[src/rtl/sop_fsm_fabric.sv]
// sop_fsm_fabric: runtime-reconfigurable sum-of-products next-state fabric.
//
// Each of the N_ST state bits has its own next-state function built from
// N_PT product elements, each selecting N_LIT literals out of a shared pool
// (inputs, state bits, their complements, constant 1, constant 0). The
// configuration word is shifted in serially into a shadow register, parity
// checked on commit and copied into the active register, which is then
// parity-monitored every cycle.
//
// Build option: define SOPFSM_CFG_TMR_EN to hold the active configuration in
// three voted, self-scrubbing copies instead of a single parity-checked copy.
module sop_fsm_fabric #(
  parameter int N_IN  = 3,
  parameter int N_ST  = 2,
  parameter int N_PT  = 3,
  parameter int N_LIT = 4
) (
  input  logic            clk,
  input  logic            rst_n,
  input  logic [N_IN-1:0] in_i,
  input  logic            step,
  input  logic            cfg_shift,
  input  logic            cfg_din,
  input  logic            cfg_commit,
  input  logic            cfg_par,
  output logic [N_ST-1:0] state_q,
  output logic            cfg_valid,
  output logic            cfg_ack,
  output logic            cfg_nack,
  output logic            cfg_err
);

  // Literal pool geometry and configuration word layout.
  localparam int NP   = N_IN + N_ST;        // true literals
  localparam int P    = 2 * NP + 1;         // true, complemented, constant 1
  localparam int SW   = $clog2(P);          // literal selector width
  localparam int PW   = 2 ** SW;            // selector range; codes >= P read 0
  localparam int EW   = N_LIT * SW + 2;     // one element: mode + selectors
  localparam int OW   = N_PT * EW + 1;      // one state bit: combine + elements
  localparam int CW   = N_ST * OW;          // whole configuration word
  localparam int CNTW = $clog2(CW + 1);

  typedef enum logic [1:0] {
    LD_IDLE  = 2'd0,
    LD_SHIFT = 2'd1,
    LD_FULL  = 2'd2,
    LD_OVF   = 2'd3
  } loader_e;

  loader_e            ld_q, ld_next;
  logic [CNTW-1:0]    cnt_q, cnt_next;
  logic               shift_en;
  logic               accept;
  logic [CW-1:0]      shadow_q;
  logic               par_q;
  logic [CW-1:0]      cfg_w;
  logic               par_bad;
  logic               err_set;
  logic               step_ok;
  logic [PW-1:0]      pool;
  logic [N_ST-1:0]    ns;
  logic [N_ST-1:0][N_PT-1:0] elem_val;

  // Evaluate one product element: mode selects const 0, AND, OR or passthrough.
  function automatic logic elem_eval(input logic [EW-1:0] el,
                                     input logic [PW-1:0] lits);
    logic          all_one;
    logic          any_one;
    logic [SW-1:0] sel;
    all_one = 1'b1;
    any_one = 1'b0;
    for (int k = 0; k < N_LIT; k++) begin
      sel     = el[(N_LIT-1-k)*SW +: SW];
      all_one = all_one & lits[sel];
      any_one = any_one | lits[sel];
    end
    case (el[EW-1 -: 2])
      2'b00:   elem_eval = 1'b0;
      2'b01:   elem_eval = all_one;
      2'b10:   elem_eval = any_one;
      default: elem_eval = lits[el[(N_LIT-1)*SW +: SW]];
    endcase
  endfunction

  // ---------------------------------------------------------------------
  // Active configuration storage
  // ---------------------------------------------------------------------
`ifdef SOPFSM_CFG_TMR_EN
  logic [CW-1:0] act_q [3];
  logic          copy_bad;

  // Bitwise majority of the three copies drives the logic and the scrub.
  always_comb begin
    cfg_w    = (act_q[0] & act_q[1]) | (act_q[1] & act_q[2]) | (act_q[0] & act_q[2]);
    copy_bad = (act_q[0] != act_q[1]) || (act_q[1] != act_q[2]);
    par_bad  = (^cfg_w) != par_q;
    err_set  = copy_bad || par_bad;
    // A single-copy upset is outvoted, so only a voted parity fault stops stepping.
    step_ok  = step && cfg_valid && !par_bad;
  end

  // Load all copies on commit; otherwise rewrite every copy with the vote.
  always_ff @(posedge clk or negedge rst_n) begin
    if (!rst_n) begin
      for (int i = 0; i < 3; i++) act_q[i] <= '0;
    end else begin
      for (int i = 0; i < 3; i++) act_q[i] <= accept ? shadow_q : cfg_w;
    end
  end
`else
  logic [CW-1:0] active_q;

  // Single copy; parity mismatch both flags and immediately blocks stepping.
  always_comb begin
    cfg_w   = active_q;
    par_bad = (^active_q) != par_q;
    err_set = par_bad;
    step_ok = step && cfg_valid && !cfg_err && !par_bad;
  end

  // Active word changes only on an accepted commit.
  always_ff @(posedge clk or negedge rst_n) begin
    if (!rst_n) begin
      // NOTE: the configuration words are reset like any other register, so
      // the fabric never evaluates an unknown function after power-up.
      active_q <= '0;
    end else if (accept) begin
      active_q <= shadow_q;
    end
  end
`endif

  // ---------------------------------------------------------------------
  // Next-state fabric
  // ---------------------------------------------------------------------

  // Literal pool: true literals, their complements, constant 1, then zeros.
  always_comb begin
    // NOTE: every combinational output gets a default before any branch so
    // no path leaves it unassigned and no latch is inferred.
    pool              = '0;
    pool[NP-1:0]      = {state_q, in_i};
    pool[2*NP-1:NP]   = ~{state_q, in_i};
    pool[2*NP]        = 1'b1;
  end

  for (genvar j = 0; j < N_ST; j++) begin : g_bit
    for (genvar e = 0; e < N_PT; e++) begin : g_elem
      // Element 0 sits just below the combine bit; later elements go lower.
      localparam int LO = j * OW + (N_PT - 1 - e) * EW;
      assign elem_val[j][e] = elem_eval(cfg_w[LO +: EW], pool);
    end
    // Combine bit at the top of the slice picks OR (1) or AND (0) of elements.
    assign ns[j] = cfg_w[j*OW + OW - 1] ? (|elem_val[j]) : (&elem_val[j]);
  end

  // ---------------------------------------------------------------------
  // Serial loader
  // ---------------------------------------------------------------------

  // Loader next state: commit always wins and returns to IDLE.
  always_comb begin
    ld_next  = ld_q;
    cnt_next = cnt_q;
    shift_en = 1'b0;
    accept   = 1'b0;
    if (cfg_commit) begin
      ld_next  = LD_IDLE;
      cnt_next = '0;
      accept   = (ld_q == LD_FULL) && ((^shadow_q) == cfg_par);
    end else if (cfg_shift) begin
      case (ld_q)
        LD_IDLE, LD_SHIFT: begin
          shift_en = 1'b1;
          cnt_next = cnt_q + 1'b1;
          ld_next  = (cnt_q == CNTW'(CW - 1)) ? LD_FULL : LD_SHIFT;
        end
        LD_FULL: ld_next = LD_OVF;
        default: ld_next = LD_OVF;   // overflowed: count frozen, bits ignored
      endcase
    end
  end

  // Loader state and bit counter.
  always_ff @(posedge clk or negedge rst_n) begin
    if (!rst_n) begin
      // NOTE: sequential state uses non-blocking assignments so every register
      // samples pre-edge values regardless of block ordering.
      ld_q  <= LD_IDLE;
      cnt_q <= '0;
    end else begin
      ld_q  <= ld_next;
      cnt_q <= cnt_next;
    end
  end

  // Shadow register: MSB of the word enters first and ends up on top.
  always_ff @(posedge clk or negedge rst_n) begin
    if (!rst_n) begin
      shadow_q <= '0;
    end else if (shift_en) begin
      shadow_q <= {shadow_q[CW-2:0], cfg_din};
    end
  end

  // Commit status, stored parity and the sticky integrity flag.
  always_ff @(posedge clk or negedge rst_n) begin
    if (!rst_n) begin
      par_q     <= 1'b0;
      cfg_valid <= 1'b0;
      cfg_ack   <= 1'b0;
      cfg_nack  <= 1'b0;
      cfg_err   <= 1'b0;
    end else begin
      cfg_ack  <= cfg_commit && accept;
      cfg_nack <= cfg_commit && !accept;
      if (accept) begin
        par_q     <= cfg_par;
        cfg_valid <= 1'b1;
        cfg_err   <= 1'b0;
      end else if (err_set) begin
        cfg_err   <= 1'b1;
      end
    end
  end

  // State register advances on step while the active configuration is usable.
  always_ff @(posedge clk or negedge rst_n) begin
    if (!rst_n) begin
      state_q <= '0;
    end else if (step_ok) begin
      state_q <= ns;
    end
  end

endmodule

[config.mk]
export PLATFORM = sky130hd
export DESIGN_NAME = sop_fsm_fabric
export DESIGN_NICKNAME = d
export VERILOG_FILES = /design/src/rtl/sop_fsm_fabric.sv
export SDC_FILE = /design/constraint.sdc
export NUM_CORES = 1
export LEC_CHECK = 0
export ABC_AREA = 1
export CORE_AREA = 5 5 239 148
export DETAILED_ROUTE_END_ITERATION = 7
export DIE_AREA = 0 0 244 153
export PLACE_DENSITY_LB_ADDON = 0.08
export SLEW_MARGIN = 25
export SYNTH_ARGS = -nofsm -noshare
export SYNTH_HDL_FRONTEND = slang
export SYNTH_SLANG_ARGS = --single-unit
export TNS_END_PERCENT = 20
[constraint.sdc]
create_clock -name clk -period 3.67 [get_ports clk]
set_input_delay 0.5505 -clock clk [delete_from_list [all_inputs] [get_ports clk]]
set_output_delay 0.5505 -clock clk [all_outputs]
set_load 0.005 [all_outputs]
Word-level counts from Yosys, hierarchy flattened. Cells that the tools add are included.

Register bits after elaboration: 236. Input bits: 10. Output and inout port bits: 6. Logic and storage cells: 185.

Add/sub/neg operators: 1. Magnitude comparators: 24. Equality and inequality tests: 17. Mux-type cells: 69. Bitwise operators: 37. Reduce and logical (&&, ||, !) cells: 27.

Operator list (count): $reduce_xor 110->1 (2); $lt 4x5->1 const B (24); $bmux 1 s4 (24); $mux 1 (32); $mux 7 (3); $and 1x1->1 (18); $or 1x1->1 (18); $pmux 1 s3 (6); $eq 2x1->1 const B (7); $eq 2x2->1 const B (7); $logic_not 2->1 (7); $mux 2 (4); $add 7x1->7 const B (1); $eq 7x7->1 const B (1); $logic_and 1x1->1 (6); $reduce_and 3->1 (2); $reduce_bool 2->1 (3); $reduce_or 3->1 (2); $not 5->5 (1); $logic_not 1->1 (3); $reduce_and 2->1 (1); $reduce_or 2->1 (1); $eq 1x1->1 (1); $ne 1x1->1 (1).

Longest topological paths before layout. Gate-level depths: netlist of run 1.

Word-level depth: 9. Mapped depth: 23. Depth with buffers taken out: 21.

Worst setup path after synthesis of run 1. OpenSTA, ideal clock, no wires.

Path type: input to register. Start point: input port in_i[0]. End point: register state_q[1]. Arrival time: 1999 ps. Required time: 3554 ps. Setup slack: 1555 ps. Stages on the path: 18. Cells stage by stage: clkbuf_1 inv_1 clkbuf_1 a21oi_1 o21ai_0 nand3_1 nand3b_1 and2_1 nor2_1 nand3_1 nand2_1 nand2_1 nand2_1 nand3_1 nand2_1 nand2_1 nand2_1 nand2_1.

Longest elaborated chain between the ends: 9. Elaborated cells between the ends (all ways): 49. Classes of those cells: mux: 28; bitwise: 19; reduce/logical: 2.

RTL lines: start: declaration (line 20) `input logic [N_IN-1:0] in_i,`; $not 5->5 (line 143) `pool[2*NP-1:NP] = ~{state_q, in_i};`; $bmux 1 s4 (on tied branches) (line 74, 75, 81); $mux 1 (on tied branches) (line 74, 75, 81); $or 1x1->1 / $and 1x1->1 (equally long branches) (3 in series) (line 75, 74); $pmux 1 s3 (line 77) `case (el[EW-1 -: 2])`; $reduce_and 3->1 / $reduce_or 3->1 (equally long branches) (line 154) `assign ns[j] = cfg_w[j*OW + OW - 1] ? (|elem_val[j]) : (&elem_val[j]);`; $mux 1 (*) (line 154); end signal: assignment (line 232) `state_q <= ns;`; end: declaration (line 26) `output logic [N_ST-1:0] state_q,`.

Mark *: on every way between the ends. The rest lies on a longest branch, timed or not. The select of a mux whose other input is x is not followed. A chain may end at the register's enable or synchronous reset.

Final worst setup path of run 1.
Start point: register shadow_q[95]. End point: register active_q[80].

Longest elaborated chain between the ends: 4.

RTL lines: start: declaration (line 54) `logic [CW-1:0] shadow_q;`; start signal: assignment (line 202) `shadow_q <= {shadow_q[CW-2:0], cfg_din};`; $reduce_xor 110->1 (line 170) `accept = (ld_q == LD_FULL) && ((^shadow_q) == cfg_par);`; $eq 1x1->1 (line 170); $logic_and 1x1->1 (line 170); $mux 1 (line 167) `if (cfg_commit) begin`; end signal: assignment (line 128) `active_q <= shadow_q;`; end: declaration (line 111) `logic [CW-1:0] active_q;`.

No other way between the ends.

==> results of run 1 <==
==> layer usage <==
layer | share of wire (%) | global-route usage, % | up-vias
met2 | 40 | 31.4 | 345
met1 | 53 | 35.0 | 6650
met3 | 5.5 | 3.00 | 58
met4 | 2.0 | 4.46 | 0
li1 | - | - | 7374
met5 | 0 | 0 | -
==> worst max-delay path: cells and delay by family, from the launching register on <==
family	cells	cell delay [ns]
simple gates	17	1.74
buf+inv	4	0.71
flops	1	0.42
==> registers in the layout (all words and copies together), names as in the netlist, 2 cells and up <==
signal and cells:
active_q 110, state_q 2, shadow_q 110, cnt_q 7, ld_q 2
==> through the flow <==
stage / instance area, um2 / std cells / util (%)
6_report: 16900 / 2772 / 51.0
5_1_grt: 16900 / 2772 / 51.0
4_1_cts: 16900 / 2772 / 51.0
3_5_place_dp: 16100 / 2729 / 48.6
3_3_place_gp: 16100 / 2729 / 48.6
2_1_floorplan: 15600 / 2363 / -
==> report_power, final <==
| part | leakage (nW) | internal [mW] | switching (mW) |
|---|---|---|---|
| Clock | 0.385 | 1.47 | 1.09 |
| Combinational | 5.16 | 0.867 | 1.66 |
| Sequential | 3.14 | 2.85 | 0.372 |
| Total | 8.69 | 5.20 | 3.13 |
==> kinds of logic (layout without fill, tap and decap cells) <==
family	Yosys count	in the layout	synth area share (%)
compound gates	346	346	11.9
xor+xnor	111	111	6.23
fa+ha+maj	11	11	0.882
buf+inv	343	320	8.93
flops	236	236	37.8
mux	9	9	0.649
simple gates	1307	1307	33.5
==> Yosys cell counts (4+ instances only) <==
cell and count:
nor2_1 65, nand4_1 12, clkbuf_1 76, nand3_1 169, xnor2_1 74, nor3_1 6
buf_1 5, mux2_2 9, o211ai_1 23, xor2_1 37, nand3b_1 12, a21oi_1 116
inv_1 233, buf_2 13, o31ai_1 5, o21bai_1 5, ha_1 11, o21ai_0 179
nand2_1 1034, o2111ai_1 4, o22ai_1 4, dfrtp_1 236, buf_6 11
==> final timing paths <==
path	cells after the start	from	slack [ns]	to
min reg2reg	2	par_q$_DFFE_PN0P_	0.50	par_q$_DFFE_PN0P_
min in group clk	2	par_q$_DFFE_PN0P_	0.50	par_q$_DFFE_PN0P_
max	21	shadow_q[95]$_DFFE_PN0P_	0.66	active_q[80]$_DFFE_PN0P_
min	1	rst_n	-0.03	shadow_q[23]$_DFFE_PN0P_
max in group asynchronous	2	rst_n	2.72	shadow_q[40]$_DFFE_PN0P_
max reg2reg	21	shadow_q[95]$_DFFE_PN0P_	0.66	active_q[80]$_DFFE_PN0P_
==> cell type report <==
class,count,area share [%]
timing repair buffer,41,2.36
clock inverter,8,0.601
sequential,236,35.0
tap,432,3.20
inverter,236,5.25
clock buffer,35,4.17
multi-input combinational,1784,49.4
==> impl_results.md, run 1 <==
* Final setup vio count at 0
* Row Count at 52
* Number of detailed-routing iterations run before antenna repair at 8
* Final wirelength at around 40,000 um
* GRT Overall Usage at 21.8%
* Vias in the first global route at 13,200
* Yosys top cell by area: dfrtp_1
* Wirelength per Cell at around 15 um
* Port bufs at 15
* Post-synth top flop: dfrtp_1
* RSZ-0062 raised after global routing: no
* GR Overflow Total at 0
* Starting Density at 47.2%
* Worst hold margin at -0.0326 ns
* Initial drt markers at ~1,300
* Final WS setup at around 0.66 ns
* Most frequent cells in the layout: nand2_1, dfrtp_1, inv_1
* Yosys warnings at 0
* PwrDens at slightly below 500 nW/um2
* LEAKAGE at between 8 and 9 nW
* Post-cts gate resize count at 0
* Die Span Y at between 150 and 200 um
* Layout fillers at 3,345
* Post-CTS setup buffers at 0
* WS Path Type: flop to flop
* Yosys cell types at 39
* EDFF count, synth at 0
* Synth Instances at around 2,400
* Antenna violations before repair at 0
* CP Max Fanout at 70
* Multi-input combinational cell area at between 8000 and 9000 um2
* Final ANT Viol Nets at 0
* Worst EP required at 4.08 ns
* Dpl hpwl at between 20,000 and 30,000 um
* Failing checks: hold timing
* CP Cell Sequence: inv_1 > nand2_1 > nand2_1 > nand2_1 > nand2_1 > inv_1 > nand2_1 > nand2_1 > nand2_1 > nand2_1 > nand2_1 > nand2_1 > nand2_1 > nand2_1 > inv_1 > nand2_1 > nand3_2 > nand4_4 > buf_12 > nand2_1 > nand2_1
* Hold Buf Count CTS at 0
* Sequential cell area at between 5000 and 6000 um2
* H-tree depth at 1
* Setup crit start kind: flop
* Syn_area_per_cell at about 6.6 um2
* Crit path capture type: flop
* Worst EP arrival at 3.42 ns
* Num CTS Buffers at 25
* Via Count at 14,400
* Synth area leaders: dfrtp_1, nand2_1, o21ai_0
* Nets at roughly 2,300
* Fin. max-slew vios at 0
* Clock Tree Buf Depth at 3
* CTS Root Cell: clkbuf_16
* CTS tree: yes
* Setup_tns at 0 ns
* Slowest CP cell: dfrtp_1
* Max Cap Viol at 0
* Die width at 244 um
* Clk_skew at approximately 0.018 ns
* Antenna Cells at 0
* Commonest non-fill, non-tap cell in the layout: nand2_1
* Fin. Hold Viols at 3
* Critical path's largest stage delay at approximately 0.42 ns
* Clock latency on the worst-skew pair at 0.54 ns
* RD Place Congestion at 0.868
* Tightest Hold Check Type: input port to async pin
* Peak VDD IR at between 0.3 and 0.4 mV
* I/O pin count at 16
* # clock sinks at 236
* Die area at approximately 37,000 um2
* Dpl ws at roughly 0.63 ns
* Overall Power at around 8.3 mW
* Syn nets at ~2,400
* F_max at between 0.3 and 0.4 GHz
* Sequential area share after synthesis at between 30% and 40%
* Post-synth top area share at 37.8%
* DR vias/cell at between 5 and 6
* Tightest Pin Transition at ~0.95 ns
* Period minus WS final at between 3 and 4 ns
* #FFs+latches synth at 236
* Async SR Flop Fraction at 100%
* First-pass GRT wire length at between 60,000 and 70,000 um
* Cell area after synthesis at between 15,000 and 20,000 um2
* Status: complete, but fails checks
* Drc violations at 0
* Core ar. at 33,100 um2
* Slew HR at roughly 37%
* Area Growth Syn to Fin at 8.08%
* Worst-path clk slew at 0.06 ns
* Most used cell, CP: nand2_1
* Fin crit share at slightly above 80%
* Layout cell share with drive strength beyond 1 at 3.50%
* Largest net degree at the start of global routing at approximately 120
(Power assumes the default switching activity.)
==> run 2, diff against run 1 <==
Clock period 3.67 ns to 3.1 ns, I/O delays scaled along.
==> run 2 against run 1 <==
The flow now finishes without violations; flip-flop and latch count did not move; clock power grew 19%; total power is 19% higher; sequential power rose by 19%; via count shrank 0.67%; design area grew 1.2%; non-clock buffer count grew 9; utilization is 0.61 points higher; sequential share of layout area down 0.42 points; register-to-register slack worse by 0.35 ns.
==> impl_results.md, run 2 (synthesis gave the netlist of run 1 again) <==
* Status: completed
* F_max at 0.358 GHz (+7.8%)
* Setup_tns at 0 ns (unchanged)
* CP Max Fanout at 37 (-47%)
* Worst EP required at 3.57 ns (-0.51 ns)
* Max Cap Viol at 0 (unchanged)
* RD Place Congestion at 0.862 (-0.62%)
* Commonest non-fill, non-tap cell in the layout: nand2_1
* Final ANT Viol Nets at 0 (unchanged)
* Wirelength per Cell at 14.7 um (-1.2%)
* Clk_skew at 0.0129 ns (-0.00491 ns)
* Vias in the first global route at 12,800 (-3.0%)
* Crit path capture type: flop
* Largest net degree at the start of global routing at 107 (-7.8%)
* Via Count at 14,300 (-0.67%)
* Dpl hpwl at 28,800 um (+2.9%)
* Slew HR at 52.5% (+16 points)
* PwrDens at 579 nW/um2 (+17%)
* Most frequent cells in the layout: nand2_1, dfrtp_1, inv_1
* Post-Layout Cell Count at 2,782 (+0.36%)
* Tightest Pin Transition at 0.712 ns (-0.237 ns)
* Layout fillers at 3,253 (-2.8%)
* I/O pin count at 16 (unchanged)
* Die Span Y at 153 um (unchanged)
* Setup crit start kind: flop
* Num CTS Buffers at 24 (-4.0%)
* Dpl ws at 0.279 ns (-0.355 ns)
* Clock Tree Buf Depth at 3 (unchanged)
* Nets at 2,353 (+0.34%)
* Antenna Cells at 0 (unchanged)
* Final setup vio count at 0 (unchanged)
* Drc violations at 0 (unchanged)
* Worst hold margin at 0.397 ns (+0.429 ns)
* GR Overflow Total at 0 (unchanged)
* H-tree depth at 1 (unchanged)
* Area Growth Syn to Fin at 9.38%
* First-pass GRT wire length at 66,900 um (-2.3%)
* Period minus WS final at 2.79 ns (-0.218 ns)
* Antenna violations before repair at 1 (+1)
* RSZ-0062 raised after global routing: no
* Overall Power at 9.88 mW (+19%)
* Post-CTS setup buffers at 0 (unchanged)
* Die width at 244 um (unchanged)
* Core ar. at 33,100 um2 (unchanged)
* DR vias/cell at 5.15 (-1.0%)
* Layout cell share with drive strength beyond 1 at 4.04% (+0.54 points)
* Port bufs at 15 (unchanged)
* Fin. Hold Viols at 0 (-3)
* Fin crit share at 90.1% (+8.0 points)
* Peak VDD IR at 0.470 mV (+43%)
* Die area at 37,300 um2 (unchanged)
* GRT Overall Usage at 21.5% (-0.35 points)
* LEAKAGE at 8.79 nW (+1.2%)
* Tightest Hold Check Type: input port to flop
* Final wirelength at 40,800 um (-0.80%)
* Initial drt markers at 1,181 (-12%)
* Dpl cells at 2,737 (+0.29%)
* Regs by FF count: active_q x110, shadow_q x110, cnt_q x7
* Number of detailed-routing iterations run before antenna repair at 5 (-3)
* WS Path Type: flop to flop
* # clock sinks at 236 (unchanged)
* CTS Root Cell: clkbuf_16
* Worst EP arrival at 3.26 ns (-0.16 ns)
* Worst-path clk slew at 0.06 ns (about the same)
* Starting Density at 47.2% (unchanged)
* CTS tree: yes
* Fin. max-slew vios at 0 (unchanged)
* Row Count at 52 (unchanged)
* Clock latency on the worst-skew pair at 0.54 ns (about the same)
* Final WS setup at 0.306 ns (-0.352 ns)
==> run 2: cell count changes in the layout (fill, tap and decap cells not counted), sizes merged <==
cell	before	now
buf	28	36
clkinv	4	7
clkinvlp	3	0
bufinv	2	3
dlygate4sd3	0	1
==> run 2: final timing paths <==
| check | slack [ns] | cells after the start | start | end |
|---|---|---|---|---|
| min in group asynchronous | 0.49 | 2 | rst_n | shadow_q[23]$_DFFE_PN0P_ |
| min reg2reg | 0.48 | 2 | cfg_valid$_DFFE_PN0P_ | cfg_valid$_DFFE_PN0P_ |
| max | 0.31 | 23 | shadow_q[25]$_DFFE_PN0P_ | active_q[52]$_DFFE_PN0P_ |
| min | 0.40 | 4 | cfg_commit | ld_q[0]$_DFFE_PN0P_ |
| max in group asynchronous | 1.81 | 3 | rst_n | shadow_q[108]$_DFFE_PN0P_ |
| max reg2reg | 0.31 | 23 | shadow_q[25]$_DFFE_PN0P_ | active_q[52]$_DFFE_PN0P_ |
==> run 2: stage by stage <==
step,utilization (%),instance area [um2]
2_1_floorplan,-,15600
3_3_place_gp,49.1,16200
3_5_place_dp,49.1,16200
4_1_cts,51.6,17100
5_1_grt,51.7,17100
6_report,51.7,17100
==> run 2: per-layer routing <==
layer / vias to the layer above / track usage, % / share of wire (%)
met5: - / 0 / 0
met4: 0 / 3.84 / 1.4
met3: 49 / 3.49 / 6.3
met2: 316 / 30.5 / 39
met1: 6578 / 34.6 / 53
li1: 7388 / - / -
==> run 2: timing repair <==
item / 4_1_cts / 5_1_grt
resized for setup: 0 / 5
hold endpoints to repair: 68 / 0
endpoints found under the setup margin: 0 / 85
hold buffers: 1 / 0
==> run 2: cell type report <==
| type | instances | area, um2 | area share, % |
|---|---|---|---|
| Clock inverter | 9 | 124 | 0.726 |
| Sequential cell | 236 | 5910 | 34.6 |
| Timing Repair Buffer | 50 | 568 | 3.33 |
| Multi-Input combinational cell | 1784 | 8350 | 48.9 |
| Inverter | 236 | 886 | 5.19 |
| Clock buffer | 35 | 693 | 4.06 |
| Tap cell | 432 | 541 | 3.17 |
==> run 2: critical path, cell delays in order (launching register included) <==
cell	delay [ns]
dfrtp_1	0.41
inv_1	0.09
nand2_1	0.05
nand2_1	0.12
inv_1	0.09
nand2_1	0.08
nand2_1	0.05
nand2_1	0.06
nand2_1	0.07
nand2_1	0.07
nand2_1	0.14
nand2_1	0.11
nand2_1	0.14
inv_1	0.10
nand2_1	0.05
nand2_1	0.08
nand2_1	0.07
nand3_2	0.09
nand2_1	0.10
nor2_4	0.12
buf_12	0.19
buf_12	0.21
nand3_1	0.11
nand2_1	0.10
==> run 2: power by group <==
group          internal (mW)  switching, mW  leakage [nW]
Combinational           1.04           1.91          5.25
Sequential              3.38          0.474          3.14
Clock                   1.81           1.27         0.404
Total                   6.23           3.66          8.79
==> run 3, diff against run 2 <==
Settings changed: CTS_BUF_LIST set to sky130_fd_sc_hd__clkbuf_4.
==> run 3 against run 2 <==
Combinational power about the same; critical endpoint is now active_q[45]$_DFFE_PN0P_; clock power fell by 10%; total power shrank 3.1%; design area about the same; largest cell class unchanged; fmax is 0.51% lower; largest power group unchanged.
==> impl_results.md, run 3 (synthesis gave the netlist of run 1 again) <==
* Status: completed
* Tightest Hold Check Type: input port to flop
* Port bufs at 15 (unchanged)
* Multi-input combinational cell area at 8350 um2 (unchanged)
* Post-CTS setup buffers at 0 (unchanged)
* Most used cell, CP: nand2_1
* Number of detailed-routing iterations run before antenna repair at 5 (unchanged)
* Period minus WS final at 2.81 ns (+0.0144 ns)
* CP bufs+invs at 5 (unchanged)
* Layout cell share with drive strength beyond 1 at 6.45% (+2.4 points)
* Core ar. at 33,100 um2 (unchanged)
* Worst EP arrival at 3.45 ns (+0.19 ns)
* Overall Power at 9.58 mW (-3.1%)
* Sequential cell area at 5910 um2 (unchanged)
* LEAKAGE at 8.88 nW (+0.95%)
* DR vias/cell at 5.13 (-0.45%)
* First-pass GRT wire length at 67,800 um (+1.4%)
* Min-delay src: cfg_commit
* Setup_tns at 0 ns (unchanged)
* Setup crit start kind: flop
* # clock sinks at 236 (unchanged)
* FF-to-FF setup slack at 0.29 ns (about the same)
* Fin. max-slew vios at 0 (unchanged)
* Clock Tree Buf Depth at 3 (unchanged)
* CTS Root Cell: clkbuf_4
* H-tree depth at 2 (+1)
* Commonest non-fill, non-tap cell in the layout: nand2_1
* Dpl hpwl at 28,800 um (unchanged)
* GR Overflow Total at 0 (unchanged)
* F_max at 0.356 GHz (-0.51%)
* Peak VDD IR at 0.309 mV (-34%)
* Initial drt markers at 1,192 (+0.93%)
* Antenna violations before repair at 2 (+1)
* Num CTS Buffers at 60 (+150%)
* Largest delay share family, worst path: simple AND/OR/NAND/NOR gates
* CTS tree: yes
* Final ANT Viol Nets at 0 (unchanged)
* Wirelength per Cell at 14.6 um (-0.60%)
* Row Count at 52 (unchanged)
* Vias in the first global route at 13,200 (+2.6%)
* CP Max Fanout at 23 (-38%)
* Max Cap Viol at 0 (unchanged)
* Via Count at 14,600 (+2.1%)
* RSZ-0062 raised after global routing: no
* Worst-path clk slew at 0.07 ns (about the same)
* Layout fillers at 3,315 (+1.9%)
* Slowest CP cell: dfrtp_1
* Clock latency on the worst-skew pair at 0.75 ns (+0.21 ns)
* I/O pin count at 16 (unchanged)
* Die Span Y at 153 um (unchanged)
* Placement-stage cell area at 16,200 um2 (unchanged)
* Critical Path Source: shadow_q[8]$_DFFE_PN0P_
* Largest net degree at the start of global routing at 107 (unchanged)
* CP Cell Sequence: nand2_1 > inv_1 > nor2_1 > nand2_1 > nand2_1 > nand2_1 > nand2_1 > inv_1 > nand2_1 > nand2_1 > nand2_1 > nand2_1 > inv_1 > nand2_1 > nand2_1 > nand2_1 > nand3_2 > nand2_1 > nor2_4 > buf_12 > clkbuf_16 > nand3_1 > nand2_1
* GRT Overall Usage at 21.8% (+0.35 points)
* Worst EP required at 3.74 ns (+0.17 ns)
* Die area at 37,300 um2 (unchanged)
* Critical path's largest stage delay at 0.43 ns (+0.02 ns)
* Final wirelength at 41,600 um (+1.9%)
* Area Growth Syn to Fin at 9.41% (about the same)
* Clk_skew at 0.0637 ns (+0.0508 ns)
* Fin. Hold Viols at 0 (unchanged)
* FF-to-FF Start: shadow_q[8]$_DFFE_PN0P_
* Crit path capture type: flop
* PwrDens at 561 nW/um2 (-3.1%)
* RD Place Congestion at 0.862 (unchanged)
* Tightest Pin Transition at 0.714 ns (+0.00196 ns)
* Drc violations at 0 (unchanged)
* Regs by FF count: active_q x110, shadow_q x110, cnt_q x7
* Final setup vio count at 0 (unchanged)
* Fin area at 17,100 um2 (about the same)
* Die width at 244 um (unchanged)
* Fin crit share at 90.6% (+0.46 points)
* Starting Density at 47.2% (unchanged)
* Most frequent cells in the layout: nand2_1, dfrtp_1, inv_1
* WS Path Type: flop to flop
* Slew HR at 52.4% (-0.13 points)
* Nets at 2,390 (+1.6%)
run 3: final cells by class:
cell class                      count  share of cell area, %
Timing Repair Buffer               51                   3.52
Clock buffer                       88                   3.87
Sequential cell                   236                   34.6
Tap cell                          432                   3.17
Multi-Input combinational cell   1784                   48.9
Clock inverter                     24                  0.740
Antenna cell                        1                 0.0147
Inverter                          236                   5.19
run 3: tightest hold or removal path: stages:
cell	delay, ns
buf_4	0.14
inv_1	0.11
nand3_1	0.08
o21ai_0	0.08
run 3: final timing paths:
kind / depth (start not counted) / to
setup reg to reg: 23 / active_q[45]$_DFFE_PN0P_
hold reg to reg: 2 / cfg_valid$_DFFE_PN0P_
max in group asynchronous: 3 / shadow_q[44]$_DFFE_PN0P_
min in group asynchronous: 2 / shadow_q[87]$_DFFE_PN0P_
hold / removal: 4 / ld_q[0]$_DFFE_PN0P_
setup / recovery: 23 / active_q[45]$_DFFE_PN0P_
run 3: power by group:
| part | total, mW | switching (mW) | internal (mW) |
|---|---|---|---|
| combinational | 2.97 | 1.92 | 1.04 |
| clock | 2.76 | 1.37 | 1.39 |
| sequential | 3.85 | 0.475 | 3.38 |
run 3: metrics by stage:
step	setup WS, ns	hold WS, ns	std cells	utilization (%)
floorplan	1.02	0.169	2363	-
finish	0.292	0.195	2852	51.7
CTS	0.161	0.108	2850	51.5
global route	0.0429	0.134	2852	51.7
global placement	0.360	0.468	2737	49.1
detailed placement	0.279	0.465	2737	49.1
run 3: timing repair:
action                     4_1_cts  5_1_grt
setup endpoints to repair        0       90
resized for setup                0        6
hold buffers                     1        0
hold endpoints to repair        68        0
run 3: per-layer routing:
layer	track usage, %	vias up	wire length [um]
li1	-	7496	-
met1	34.8	6700	21900
met2	30.4	376	16200
met3	4.52	53	2840
met4	4.32	0	591
met5	0	-	0
